--- src/rtl/serial_alu_if.sv ---
// serial_alu_if: handshake and data bundle between the control unit (master)
// and the bit-serial ALU (slave).
//   start, opcode, operand_a, operand_b : request side, driven by the master
//   alu_result, acc_write_en            : serial result stream towards the accumulator
//   busy, done, carry_flag, zero_flag   : status back to the control unit
interface serial_alu_if #(
  parameter int WIDTH = 8
);
  logic             start;
  logic [2:0]       opcode;
  logic [WIDTH-1:0] operand_a;
  logic [WIDTH-1:0] operand_b;
  logic             alu_result;
  logic             acc_write_en;
  logic             busy;
  logic             done;
  logic             carry_flag;
  logic             zero_flag;

  modport master (
    output start, opcode, operand_a, operand_b,
    input  alu_result, acc_write_en, busy, done, carry_flag, zero_flag
  );

  modport slave (
    input  start, opcode, operand_a, operand_b,
    output alu_result, acc_write_en, busy, done, carry_flag, zero_flag
  );
endinterface

--- src/rtl/serial_alu.sv ---
// serial_alu: bit-serial ALU stage feeding the accumulator.
// On start (sampled in IDLE) it latches both operands and the opcode, then
// streams the WIDTH-bit result LSB-first, one bit per clock, with
// acc_write_en high on every valid bit. A one-cycle done pulse follows the
// last bit, and the carry/zero flags are updated on that same edge.
// Ports:
//   clk   : clock, rising edge
//   rst_n : asynchronous active-low reset
//   bus   : serial_alu_if.slave (start/opcode/operands in; result stream,
//           busy, done and flags out)
module serial_alu #(
  parameter int WIDTH = 8
) (
  input  logic         clk,
  input  logic         rst_n,
  serial_alu_if.slave  bus
);

  localparam int CNT_W = (WIDTH > 2) ? $clog2(WIDTH) : 1;
  localparam logic [CNT_W-1:0] LAST_BIT = CNT_W'(WIDTH - 1);

  typedef enum logic [1:0] {
    IDLE = 2'd0,
    RUN  = 2'd1,
    DONE = 2'd2
  } state_e;

  typedef enum logic [2:0] {
    OP_ADD   = 3'b000,
    OP_SUB   = 3'b001,
    OP_AND   = 3'b010,
    OP_OR    = 3'b011,
    OP_XOR   = 3'b100,
    OP_PASSB = 3'b101,
    OP_INC   = 3'b110,
    OP_NOTA  = 3'b111
  } op_e;

  state_e           state;
  op_e              op;
  logic [WIDTH-1:0] shift_a;
  logic [WIDTH-1:0] shift_b;
  logic [CNT_W-1:0] bit_cnt;
  logic             carry;
  logic             zero_acc;
  logic             carry_flag_q;
  logic             zero_flag_q;

  logic             res_bit;
  logic             carry_nxt;
  logic             is_arith;

  // Per-bit function on the current LSBs of the operand shifters.
  always_comb begin
    // NOTE: every always_comb output gets a default first so no path can
    // leave it unassigned and infer a latch.
    res_bit   = 1'b0;
    carry_nxt = carry;
    unique case (op)
      OP_ADD: begin
        res_bit   = shift_a[0] ^ shift_b[0] ^ carry;
        carry_nxt = (shift_a[0] & shift_b[0]) | (shift_a[0] & carry) |
                    (shift_b[0] & carry);
      end
      // Subtract as A + ~B + 1: the +1 comes from the carry preset at start,
      // so a final carry of 1 means no borrow.
      OP_SUB: begin
        res_bit   = shift_a[0] ^ ~shift_b[0] ^ carry;
        carry_nxt = (shift_a[0] & ~shift_b[0]) | (shift_a[0] & carry) |
                    (~shift_b[0] & carry);
      end
      OP_AND:   res_bit = shift_a[0] & shift_b[0];
      OP_OR:    res_bit = shift_a[0] | shift_b[0];
      OP_XOR:   res_bit = shift_a[0] ^ shift_b[0];
      OP_PASSB: res_bit = shift_b[0];
      OP_INC: begin
        res_bit   = shift_a[0] ^ carry;
        carry_nxt = shift_a[0] & carry;
      end
      OP_NOTA:  res_bit = ~shift_a[0];
      default: begin
        res_bit   = 1'b0;
        carry_nxt = carry;
      end
    endcase
  end

  assign is_arith = (op == OP_ADD) || (op == OP_SUB) || (op == OP_INC);

  always_ff @(posedge clk or negedge rst_n) begin
    if (!rst_n) begin
      // NOTE: non-blocking assignments throughout, so every register sees
      // the pre-edge values of the others regardless of statement order.
      state        <= IDLE;
      op           <= OP_ADD;
      shift_a      <= '0;
      shift_b      <= '0;
      bit_cnt      <= '0;
      carry        <= 1'b0;
      zero_acc     <= 1'b0;
      carry_flag_q <= 1'b0;
      zero_flag_q  <= 1'b0;
    end else begin
      unique case (state)
        IDLE: begin
          if (bus.start) begin
            state    <= RUN;
            shift_a  <= bus.operand_a;
            shift_b  <= bus.operand_b;
            op       <= op_e'(bus.opcode);
            bit_cnt  <= '0;
            zero_acc <= 1'b1;
            // SUB and INC need the initial +1 injected through the carry.
            carry    <= (bus.opcode == OP_SUB) || (bus.opcode == OP_INC);
          end
        end
        RUN: begin
          shift_a  <= shift_a >> 1;
          shift_b  <= shift_b >> 1;
          carry    <= carry_nxt;
          zero_acc <= zero_acc & ~res_bit;
          bit_cnt  <= bit_cnt + 1'b1;
          if (bit_cnt == LAST_BIT) begin
            state        <= DONE;
            carry_flag_q <= is_arith ? carry_nxt : 1'b0;
            // Fold in the last bit here; zero_acc itself only has it next cycle.
            zero_flag_q  <= zero_acc & ~res_bit;
          end
        end
        DONE: state <= IDLE;
        default: state <= IDLE;
      endcase
    end
  end

  // Stream and status outputs decode straight from state, so an asynchronous
  // reset silences them immediately.
  assign bus.acc_write_en = (state == RUN);
  assign bus.alu_result   = (state == RUN) ? res_bit : 1'b0;
  assign bus.done         = (state == DONE);
  assign bus.busy         = (state == RUN) || (state == DONE);
  assign bus.carry_flag   = carry_flag_q;
  assign bus.zero_flag    = zero_flag_q;

endmodule

--- src/flat_wrapper.sv ---
// flat-port wrapper written by rule: the top's interface ports become plain ports
module serial_alu_flat 
#(
  parameter int WIDTH = 8
)
  (clk, rst_n, bus_start, bus_opcode, bus_operand_a, bus_operand_b, bus_alu_result, bus_acc_write_en, bus_busy, bus_done, bus_carry_flag, bus_zero_flag);
  serial_alu_if #(.WIDTH(WIDTH)) bus_i ();
  input  logic clk;
  input  logic rst_n;
  input wire logic [$bits(bus_i.start)-1:0] bus_start;
  input wire logic [$bits(bus_i.opcode)-1:0] bus_opcode;
  input wire logic [$bits(bus_i.operand_a)-1:0] bus_operand_a;
  input wire logic [$bits(bus_i.operand_b)-1:0] bus_operand_b;
  output wire logic [$bits(bus_i.alu_result)-1:0] bus_alu_result;
  output wire logic [$bits(bus_i.acc_write_en)-1:0] bus_acc_write_en;
  output wire logic [$bits(bus_i.busy)-1:0] bus_busy;
  output wire logic [$bits(bus_i.done)-1:0] bus_done;
  output wire logic [$bits(bus_i.carry_flag)-1:0] bus_carry_flag;
  output wire logic [$bits(bus_i.zero_flag)-1:0] bus_zero_flag;
  assign bus_i.start = bus_start;
  assign bus_i.opcode = bus_opcode;
  assign bus_i.operand_a = bus_operand_a;
  assign bus_i.operand_b = bus_operand_b;
  assign bus_alu_result = bus_i.alu_result;
  assign bus_acc_write_en = bus_i.acc_write_en;
  assign bus_busy = bus_i.busy;
  assign bus_done = bus_i.done;
  assign bus_carry_flag = bus_i.carry_flag;
  assign bus_zero_flag = bus_i.zero_flag;
  serial_alu #(.WIDTH(WIDTH)) u_core (.clk(clk), .rst_n(rst_n), .bus(bus_i));
endmodule
--- config.mk ---
export PLATFORM = sky130hd
export DESIGN_NAME = serial_alu_flat
export DESIGN_NICKNAME = d
export VERILOG_FILES = /design/src/rtl/serial_alu_if.sv /design/src/rtl/serial_alu.sv /design/src/flat_wrapper.sv
export SDC_FILE = /design/constraint.sdc
export NUM_CORES = 1
export LEC_CHECK = 0
export ABC_AREA = 1
export CAP_MARGIN = 15
export CORE_UTILIZATION = 45
export CTS_BUF_LIST = sky130_fd_sc_hd__clkbuf_4 sky130_fd_sc_hd__clkbuf_8
export CTS_CLUSTER_DIAMETER = 40
export DETAILED_ROUTE_END_ITERATION = 12
export PLACE_DENSITY = 0.7
export SKIP_LAST_GASP = 1
export SLEW_MARGIN = 20
export SYNTH_ARGS = -nofsm -noshare
export SYNTH_HDL_FRONTEND = slang
export SYNTH_SLANG_ARGS = --single-unit
--- constraint.sdc ---
create_clock -name clk -period 1.7 [get_ports clk]
set_input_delay 0.255 -clock clk [delete_from_list [all_inputs] [get_ports clk]]
set_output_delay 0.255 -clock clk [all_outputs]
set_load 0.01 [all_outputs]
==> impl_results.md <==
- Worst Slack Setup Final: -0.3232 ns
- Routability cong.: 0.7966
- Die span in x: 60.27 microns
- 1st-iter DRT viols: 90
- Worst clock skew: 0.006804 ns
- Top post-synthesis cells by area: dfrtp_1, nand2_1, ha_1
- Synth Instances: 195
- H-Tree Depth: 1
- Design area: 0.002027 sq mm
- Worst slack, placed: -0.4114 ns
- Commonest non-fill, non-tap cell in the layout: nand2_1
- Gate power share: 59.0%
- Clock Path Buffers: 2
- DRC violations left: 0
- Least-Margin Pin Slew: 0.3454 ns
- Reg clk slew, reported paths: 0.16 ns
- Cell Area, Placed: 0.001933 sq mm
- Min-delay worst type: in -> async
- Share of cells above drive strength 1: 16.25%
- Synth Warn #: 0
- Via count: 1436
- Status: finished with violations
- WP data arrival: 1.77 ns
- Clk sinks: 28
- DR vias/cell: 5.056
- Post-detailed-route count of antenna-violating nets: 0
- DRT Pass-1 Iters: 4
- Root Driver: clkbuf_4
- Maximum fanout along the worst path: 3
- Finished Layout Cells: 284
- Hold WS: 0.2861 ns
- Mean Syn Cell Area: 7.834 sq um
- Clock latency on the worst-skew pair: 0.32 ns
- Die Area: 0.003632 sq mm
- Fillers: 294
- Pint: 2.115 mW
- Slew Limit Headroom: 76.73%
- Switching Fraction: 44.14%
- Critical path launch point type: flip-flop
- Global Route Usage Sum: 21.62%
- Crit path time final: 2.023 ns
- Antenna violations before repair: 0
- Clk pwr share: 8.6%
- Fin. max-slew vios: 0
- Row Count: 20
- Synthesized cell area: 0.001528 sq mm
- Port bufs: 27
- Switching power: 1.671 mW
- First-pass GRT wire length: 5.871 mm
- Failing checks: setup timing
- Maximum vdd drop: 0.9927 mV
- Number of antenna diodes: 0
- Nets: 271
- Final setup viols: 1
- FF+latch count, synth: 28
- # Max-Cap Violations: 0
- Power per Cell Area: 1868 mW/mm^2
- Fin crit share: 119.0%
- DP Wirelength: 2.610 mm
- Grt total ovfl: 0
- Share of the synthesized area in the top cell type: 45.86%
- Placed cell count: 274
- Net count after synthesis: 225
- Most frequent cells in the layout: nand2_1, dfrtp_1, clkdlybuf4s50_1, buf_4, nor2_1
- Final wirelength: 3.541 mm
- Core ar.: 0.003128 sq mm
- Worst Setup End Kind: output port
- Leading area contributor after synthesis: dfrtp_1
- Num CTS Buffers: 3
- Io pins: 28
- Die Ht: 60.27 microns
- Worst r2r path cells: 10
- Setup TNS Final: -0.3232 ns
- Largest net degree at the start of global routing: 31
- Synth unique cells: 23
- Worst Path Required: 1.44 ns
- Leakage: 0.9889 nW
- Wire per inst: 12.47 microns
- RSZ-0062 raised after global routing: true
- CP Class: reg -> out
- Register area share after synthesis: 45.86%
- Initial Util: 48.84%
- Reg power frac: 32.4%
- Fmax: 0.4943 GHz
- CTS tree: built
- Final Hold Viols: 0
- Area grow syn2layout: 32.68%
- Vias in the first global route: 1340
[through the flow]
stage	total power [mW]	utilization [%]
CTS	3.729	64.12
finish	3.787	64.80
global route	4.126	64.80
floorplan	2.587	-
global placement	3.238	61.80
detailed placement	3.350	61.80
[worst max-delay path, cell delays in order (launching register included)]
cell and delay, ns:
dfrtp_1 0.43, inv_2 0.09, ha_4 0.21, inv_1 0.05, nand3_1 0.07, nand2_1 0.07, inv_1 0.05, nand2_1 0.05
nand2_1 0.04, nand2_1 0.06, nand2_2 0.07, a21oi_2 0.14, buf_2 0.14
[Yosys cell counts]
master,n
nand3_2,1
o21ai_0,11
o31ai_1,1
dfrtp_1,28
a31oi_1,14
o21bai_1,1
a21oi_2,1
nand3_1,12
nor2_1,19
clkbuf_1,2
a21oi_1,4
ha_1,8
nand3b_1,1
buf_2,3
and3_1,1
o21ai_2,1
inv_1,15
inv_2,3
buf_6,2
nand4_1,3
nand2_2,1
nand2_1,61
nor3_1,2
[state kept, by name (all words and copies together) (netlist names)]
name / cells
u_core.carry: 1
u_core.state: 2
u_core.zero_acc: 1
u_core.bus.zero_flag: 1
u_core.shift_b: 8
u_core.shift_a: 8
u_core.bus.carry_flag: 1
u_core.bit_cnt: 3
u_core.op: 3
[final timing paths]
| check | start | end | slack [ns] |
|---|---|---|---|
| hold reg to reg | u_core.bit_cnt[1] | u_core.bit_cnt[1] | 0.50 |
| setup / recovery | u_core.shift_b[0] | bus_alu_result | -0.32 |
| max in group asynchronous | rst_n | u_core.bus.carry_flag | 1.15 |
| setup reg to reg | u_core.shift_a[0] | u_core.carry | 0.01 |
| min in group clk | bus_operand_b[7] | u_core.shift_b[7] | 0.46 |
| hold / removal | rst_n | u_core.state[0] | 0.29 |
[metal layers]
| layer | part of all wire [%] | track usage [%] | wire (microns) |
|---|---|---|---|
| met5 | 0 | 0 | 0 |
| met4 | 0.54 | 4.983 | 19 |
| met3 | 2.3 | 1.948 | 81 |
| met2 | 52 | 39.87 | 1841 |
| met1 | 45 | 26.84 | 1599 |
[power groups by stage]
stage / sequential (mW) / combinational (mW) / clock (mW)
finish: 1.23 / 2.23 / 0.326
global route: 1.26 / 2.51 / 0.352
CTS: 1.22 / 2.18 / 0.330
global placement: 1.22 / 2.02 / 0
floorplan: 1.21 / 1.37 / 0
detailed placement: 1.24 / 2.11 / 0
[kinds of logic after synthesis]
family,count (synthesis),synth area share [%]
AOI/OAI and AO/OA,33,12.78
adders and majority gates,8,6.552
buffers and inverters,25,7.370
DFF,28,45.86
and+or+nand+nor,101,27.44
[timing repair]
action,in CTS,in global routing
endpoints found under the setup margin,4,4
gates resized for setup,11,4
hold buffers,0,0
setup buffers,4,2
pin swaps,0,1
[cell type report]
class,count,area [sq um],area share (%)
timing repair buffer,48,427.9,21.11
inverter,18,67.56,3.333
sequential,28,700.7,34.57
multi-input combinational,142,739.5,36.48
tap,44,55.05,2.716
clock buffer,4,36.28,1.790
Power figures use the tool's default switching activity.
